### src/rtl/macro_pkg.sv
// macro_pkg
// Shared constants and types for the register-range reduce macro expander:
// default macro opcode/funct7, base RV32I opcodes and funct3 values, the
// micro-op operation enum (encoded directly as the base funct3) and the
// expander state enum.
package macro_pkg;

  localparam logic [6:0]  MACRO_OPCODE_DEF = 7'b1110111;
  localparam logic [6:0]  MACRO_FUNCT7_DEF = 7'b1011111;
  localparam logic [31:0] NOP              = 32'h0000_0013;  // addi x0,x0,0

  localparam logic [6:0]  OPCODE_OP        = 7'b0110011;
  localparam logic [6:0]  OPCODE_OPIMM     = 7'b0010011;

  // funct3 values carried by the macro instruction itself
  localparam logic [2:0]  MF3_ADD = 3'b111;
  localparam logic [2:0]  MF3_XOR = 3'b100;
  localparam logic [2:0]  MF3_OR  = 3'b110;
  localparam logic [2:0]  MF3_AND = 3'b101;

  // Encoded as the RV32I R-type funct3 so the encoder can use it directly.
  typedef enum logic [2:0] {
    OP_ADD = 3'b000,
    OP_XOR = 3'b100,
    OP_OR  = 3'b110,
    OP_AND = 3'b111
  } macro_op_e;

  typedef enum logic {
    ST_IDLE   = 1'b0,
    ST_EXPAND = 1'b1
  } state_e;

  function automatic logic mf3_valid(input logic [2:0] f3);
    return (f3 == MF3_ADD) || (f3 == MF3_XOR) || (f3 == MF3_OR) || (f3 == MF3_AND);
  endfunction

  function automatic macro_op_e mf3_to_op(input logic [2:0] f3);
    macro_op_e op;
    case (f3)
      MF3_XOR: op = OP_XOR;
      MF3_OR:  op = OP_OR;
      MF3_AND: op = OP_AND;
      default: op = OP_ADD;
    endcase
    return op;
  endfunction

endpackage

### src/rtl/macro_uop_encoder.sv
// macro_uop_encoder
// Combinational micro-op builder.
//   first : 1 -> ADDI rd, rs_a, 0 ; 0 -> R-type OP rd, rd, rs_a
//   rd    : destination (and accumulator source) register
//   rs_a  : register being folded in on this micro-op
//   op    : R-type funct3 for the reduction
//   uop   : 32-bit RV32I encoding
module macro_uop_encoder
  import macro_pkg::*;
(
  input  logic        first,
  input  logic [4:0]  rd,
  input  logic [4:0]  rs_a,
  input  logic [2:0]  op,
  output logic [31:0] uop
);

  always_comb begin
    if (first) begin
      uop = {12'd0, rs_a, 3'b000, rd, OPCODE_OPIMM};
    end else begin
      uop = {7'd0, rs_a, rd, op, rd, OPCODE_OP};
    end
  end

endmodule

### src/rtl/macro_op_expander.sv
// macro_op_expander
// Fetch-stage expander: turns "rd = OP over x[rs1]..x[rs2]" macros into a
// sequence of RV32I micro-ops and stalls fetch until the sequence is done.
// Ports:
//   clk, reset (async, active-high)
//   instr_i   : instruction from instruction memory
//   hold_i    : freeze all state
//   flush_i   : abort any expansion, emit NOP
//   instr_o   : registered instruction to IF/ID
//   stall_o   : registered; fetch holds PC while high
//   illegal_o : registered illegal-macro flag (only with MACRO_ILLEGAL_TRAP_EN)
// Build option MACRO_ILLEGAL_TRAP_EN: illegal macros become NOP + illegal_o
// instead of passing through unchanged.
//
// state     | meaning
// ST_IDLE   | pass-through / accept new macro, emits first micro-op
// ST_EXPAND | emitting R-type micro-ops, instr_i ignored
module macro_op_expander
  import macro_pkg::*;
#(
  parameter int unsigned REG_AW       = 5,
  parameter int unsigned MAX_SPAN     = 32,
  parameter logic [6:0]  MACRO_OPCODE = MACRO_OPCODE_DEF,
  parameter logic [6:0]  MACRO_FUNCT7 = MACRO_FUNCT7_DEF
) (
  input  logic        clk,
  input  logic        reset,
  input  logic [31:0] instr_i,
  input  logic        hold_i,
  input  logic        flush_i,
  output logic [31:0] instr_o,
  output logic        stall_o
`ifdef MACRO_ILLEGAL_TRAP_EN
  ,
  output logic        illegal_o
`endif
);

  localparam int unsigned SW = REG_AW + 1;

  state_e            state_q, state_d;
  logic [SW-1:0]     counter_q, counter_d;
  logic [4:0]        rd_q, rd_d;
  logic [REG_AW-1:0] rs1_q, rs1_d;
  macro_op_e         op_q, op_d;
  logic [SW-1:0]     span_q, span_d;
  logic [31:0]       instr_q, instr_d;
  logic              stall_q, stall_d;
`ifdef MACRO_ILLEGAL_TRAP_EN
  logic              illegal_q, illegal_d;
`endif

  logic [REG_AW-1:0] f_rd, f_rs1, f_rs2;
  logic [SW-1:0]     f_span;
  macro_op_e         f_op;
  logic              is_macro, legal, last_uop, enc_first;
  logic [4:0]        enc_rd, enc_rs;
  macro_op_e         enc_op;
  logic [31:0]       uop;

  assign f_rd     = REG_AW'(instr_i[11:7]);
  assign f_rs1    = REG_AW'(instr_i[19:15]);
  assign f_rs2    = REG_AW'(instr_i[24:20]);
  assign f_op     = mf3_to_op(instr_i[14:12]);
  assign f_span   = {1'b0, f_rs2} - {1'b0, f_rs1} + SW'(1);
  assign is_macro = (instr_i[6:0] == MACRO_OPCODE) && (instr_i[31:25] == MACRO_FUNCT7);

  // rd inside (rs1,rs2] would clobber a source before it is read.
  assign legal = mf3_valid(instr_i[14:12]) && (f_rs1 <= f_rs2) &&
                 (f_span <= SW'(MAX_SPAN)) &&
                 !((f_rd > f_rs1) && (f_rd <= f_rs2));

  assign last_uop = (counter_q == (span_q - SW'(1)));

  // One encoder: IDLE builds the ADDI from the incoming macro, EXPAND builds
  // the R-type from the latched fields.
  assign enc_first = (state_q == ST_IDLE);
  assign enc_rd    = enc_first ? instr_i[11:7]  : rd_q;
  assign enc_rs    = enc_first ? instr_i[19:15] : 5'({1'b0, rs1_q} + counter_q);
  assign enc_op    = enc_first ? f_op : op_q;

  macro_uop_encoder u_enc (
    .first (enc_first),
    .rd    (enc_rd),
    .rs_a  (enc_rs),
    .op    (enc_op),
    .uop   (uop)
  );

  always_comb begin
    state_d   = state_q;
    counter_d = counter_q;
    rd_d      = rd_q;
    rs1_d     = rs1_q;
    op_d      = op_q;
    span_d    = span_q;
    instr_d   = instr_q;
    stall_d   = stall_q;
`ifdef MACRO_ILLEGAL_TRAP_EN
    illegal_d = illegal_q;
`endif
    if (flush_i) begin
      state_d   = ST_IDLE;
      counter_d = '0;
      instr_d   = NOP;
      stall_d   = 1'b0;
`ifdef MACRO_ILLEGAL_TRAP_EN
      illegal_d = 1'b0;
`endif
    end else if (!hold_i) begin
      case (state_q)
        ST_IDLE: begin
`ifdef MACRO_ILLEGAL_TRAP_EN
          illegal_d = 1'b0;
`endif
          if (is_macro && legal) begin
            rd_d    = instr_i[11:7];
            rs1_d   = f_rs1;
            op_d    = f_op;
            span_d  = f_span;
            instr_d = uop;
            if (f_span == SW'(1)) begin
              stall_d = 1'b0;
            end else begin
              counter_d = SW'(1);
              state_d   = ST_EXPAND;
              stall_d   = 1'b1;
            end
          end
`ifdef MACRO_ILLEGAL_TRAP_EN
          else if (is_macro) begin
            instr_d   = NOP;
            stall_d   = 1'b0;
            illegal_d = 1'b1;
          end
`endif
          else begin
            instr_d = instr_i;
            stall_d = 1'b0;
          end
        end
        ST_EXPAND: begin
          instr_d   = uop;
          counter_d = counter_q + SW'(1);
          if (last_uop) begin
            stall_d   = 1'b0;
            state_d   = ST_IDLE;
            counter_d = '0;
          end
        end
        default: state_d = ST_IDLE;
      endcase
    end
  end

  always_ff @(posedge clk or posedge reset) begin
    if (reset) begin
      state_q   <= ST_IDLE;
      counter_q <= '0;
      rd_q      <= '0;
      rs1_q     <= '0;
      op_q      <= OP_ADD;
      span_q    <= '0;
      instr_q   <= NOP;
      stall_q   <= 1'b0;
`ifdef MACRO_ILLEGAL_TRAP_EN
      illegal_q <= 1'b0;
`endif
    end else begin
      state_q   <= state_d;
      counter_q <= counter_d;
      rd_q      <= rd_d;
      rs1_q     <= rs1_d;
      op_q      <= op_d;
      span_q    <= span_d;
      instr_q   <= instr_d;
      stall_q   <= stall_d;
`ifdef MACRO_ILLEGAL_TRAP_EN
      illegal_q <= illegal_d;
`endif
    end
  end

  assign instr_o = instr_q;
  assign stall_o = stall_q;
`ifdef MACRO_ILLEGAL_TRAP_EN
  assign illegal_o = illegal_q;
`endif

endmodule

### config.mk
export PLATFORM = sky130hd
export DESIGN_NAME = macro_op_expander
export DESIGN_NICKNAME = d
export VERILOG_FILES = /design/src/rtl/macro_pkg.sv /design/src/rtl/macro_uop_encoder.sv /design/src/rtl/macro_op_expander.sv
export SDC_FILE = /design/constraint.sdc
export NUM_CORES = 1
export LEC_CHECK = 0
export CELL_PAD_IN_SITES_DETAIL_PLACEMENT = 0
export CELL_PAD_IN_SITES_GLOBAL_PLACEMENT = 1
export CORE_ASPECT_RATIO = 1.5
export CORE_MARGIN = 1.5
export CORE_UTILIZATION = 44
export DETAILED_ROUTE_END_ITERATION = 8
export GPL_TIMING_DRIVEN = 0
export PLACE_DENSITY = 0.95
export RECOVER_POWER = 50
export REMOVE_ABC_BUFFERS = 1
export SETUP_SLACK_MARGIN = 0.4
export SYNTH_ARGS = -nofsm -noshare
export SYNTH_HDL_FRONTEND = slang
export SYNTH_SLANG_ARGS = --single-unit
export TNS_END_PERCENT = 10
### constraint.sdc
create_clock -name clk -period 3.5 [get_ports clk]
set_input_delay 0.875 -clock clk [delete_from_list [all_inputs] [get_ports clk]]
set_output_delay 0.875 -clock clk [all_outputs]
set_load 0.05 [all_outputs]
==> impl_metrics.toml <==
[timing]
fmax_ghz = 0.319
setup_violations = 0
rsz0062_at_grt = "true"
fin_worst_skew_ns = 0.00432
finalHoldViolations = 0
slew_viol_final = 0
slew-limit-headroom_pct = 27.1
worst_pin_slew_ns = 1.09
post-route-period-util_pct = 89.6
min_period_ns = 3.14
timing.setup.tns_ns = 0

[synthesis]
synth_warnings = 0
avgSynthCellArea_um2 = 10.5
synth_area_um2 = 3550
yosysTopAreaCellShare_pct = 39.5
synth_cells = 337
yosysSeqAreaShare_pct = 41.7
yosysUniqueCellTypes = 56
synth-async-reset-ratio_pct = 100
ys_seq_elements = 59
yosys.area.top_type = "dfrtp_1"
synth_edf_count = 0
yosys_most_used_dff = "dfrtp_1"
synth_area_leaders = "dfrtp_1 (39%), ha_1 (9.5%), mux2_4 (3.8%)"

[placement]
dp_cells = 494
routabilityCongestion = 0.853
placed_area_um2 = 4320
place_hpwl_mm = 6.43
port-buffer-count = 68

[critical_path]
crit_fanout = 6
critPathBufInv = 6
crit_arrival_ns = 3.39
startpoint_type = "input pin"
worstPathRequired_ns = 3.75
cpLargestDelayFamily = "compound AO/OA/AOI/OAI gates"
critical_path_class = "in -> reg"
critPathMaxStageDelay_ns = 0.46
crit_path_cell_trace = "buf_8 -> inv_4 -> ha_4 -> inv_4 -> ha_4 -> inv_2 -> fa_2 -> o21bai_4 -> nor4b_4 -> a2111oi_2 -> buf_4 -> buf_6 -> o21ba_4 -> o311ai_4 -> o2bb2ai_1"
slowest_stage = "o311ai_4"
endpoint_kind = "flip-flop"

[die]
num_rows = 39
dieArea_um2 = 8630
die_h_um = 113
initial_core_util_pct = 46.0
coreArea_um2 = 7710
die_w_um = 76.3
ios = 69

[detailed_routing]
wire_per_inst_um = 18.9
vias = 3107
firstDrtPassIters = 4
drc_errors = 0
ant_nets = 0
drt_iter0_drc = 230
via_per_inst = 5.87
wl_mm = 10.0

[layout]
synthToLayoutAreaGrowth_pct = 41.8
most-common-layout-cells = "dfrtp_1 (56), clkdlybuf4s50_1 (48), nand2_1 (20), nor2_1 (20), ha_1 (19)"
postLayoutCoreUtil_pct = 65.3
drive_above_1_share_pct = 26.7
antennaDiodeCount = 0
nets = 488
final_common_cell = "dfrtp_1"
stdcell_area_um2 = 5030
instances_no_fill = 529

[clocking]
cts_sinks = 59
cts_tree = "built"
cts_max_level = 3
ctsLongestPathBuffers = 2
clockRootBuffer = "clkbuf_16"
cts_buffers = 9
clkLatencyLatePin_ns = 0.33
postCtsHoldBufs = 0
clk_pin_slew_ns = 0.05

[job]
drv_cap = 0

[power]
total_power_mw = 2.10
p_leak_nw = 2.27
power_density_nw_per_um2 = 418
ir_drop_mv = 0.243

[global_routing]
first_global_vias = 3157
grt_usage_pct = 23.3
antenna_found_initial = 0
grt_pass1_wl_mm = 15.6
grt_max_degree = 44
grt-ovfl-total = 0

[min_path]
hold_path.class = "reg -> reg"

[run_status]
status = "complete, no violations"
==> synth_stat cells, types with 3 or more instances <==
cell and count:
a32o_1 9, nand2b_1 4, o2bb2ai_1 5, dfstp_2 3
o211ai_1 6, nand4_1 4, a21oi_1 15, mux2_2 9
mux2_4 9, o21ai_0 13, clkbuf_1 13, o31ai_1 3
ha_1 27, nor2_1 23, a32oi_1 5, or2_2 4
nand3_1 8, a21o_1 3, o22a_1 3, nor3_1 5
nand2_1 20, dfrtp_1 56, a311oi_1 6, xor2_1 6
inv_1 25, xnor2_1 11, fa_1 3
==> metrics by stage <==
step	hold WS, ns	worst slack, ns
after global placement	0.475	-0.871
after CTS	0.493	0.332
after floorplan	0.480	0.0588
after detailed placement	0.480	-0.923
final	0.486	0.363
after global routing	0.494	0.285
==> sequential cells by signal, indices dropped and copies added (netlist names) <==
signal	flops
op_q	3
instr_o	32
rd_q	5
state_q	1
counter_q	6
stall_o	1
rs1_q	5
span_q	6
==> layout make-up <==
class,instances,area [um2]
Clock buffer,9,225
Clock inverter,7,68.8
Fill cell,616,2680
Inverter,26,106
Multi-Input combinational cell,240,2180
Sequential cell,59,1480
Tap cell,102,128
Timing Repair Buffer,86,841
==> worst reg2reg max path: stages, from the launching register on <==
cell and delay, ns:
dfrtp_1 0.90, inv_1 0.57, a311o_1 0.54, nand2_1 0.12
a32o_1 0.13
==> where the power goes <==
| group | switching (mW) | total, mW | leakage [nW] | internal (mW) |
|---|---|---|---|---|
| clock network | 0.324 | 0.871 | 0.141 | 0.547 |
| registers | 0.0211 | 0.731 | 0.784 | 0.710 |
| logic | 0.284 | 0.500 | 1.35 | 0.217 |
| total | 0.628 | 2.10 | 2.27 | 1.47 |
==> worst paths after layout <==
| path | start | end | slack [ns] | depth (start not counted) |
|---|---|---|---|---|
| worst max-delay path | instr_i[21] | counter_q[2] | 0.36 | 15 |
| worst min-delay path | instr_o[6] | instr_o[6] | 0.49 | 1 |
| worst max register to register | state_q | stall_o | 1.18 | 4 |
| worst min register to register | instr_o[6] | instr_o[6] | 0.49 | 1 |
| max in group asynchronous | reset | instr_o[8] | 0.94 | 3 |
| min in group asynchronous | reset | instr_o[3] | 1.07 | 2 |
==> per-layer routing <==
layer,routed length (um),share of wire [%],GRT usage (%)
met2,5210,52,42.1
met4,333,3.3,9.51
met3,682,6.8,4.84
met5,0,0,0
met1,3790,38,26.6
==> cell families (layout without fill, tap and decap cells) <==
| family | after synthesis | after routing | share of synthesized area, % |
|---|---|---|---|
| AND/OR/NAND/NOR | 82 | 84 | 11.6 |
| AO/OA/AOI/OAI | 89 | 89 | 19.6 |
| adder cells (fa/ha/maj) | 30 | 30 | 11.2 |
| multiplexers | 20 | 20 | 7.23 |
| XOR/XNOR | 17 | 17 | 4.19 |
| buffers and inverters | 40 | 128 | 4.44 |
| flip-flops | 59 | 59 | 41.7 |
==> repair_timing <==
item,CTS,global route
cloned,1,1
resized for setup,65,28
endpoints found under the setup margin,46,46
setup buffers,11,6
pin swaps,11,10
No activity file was read; power rests on OpenSTA's default activity.
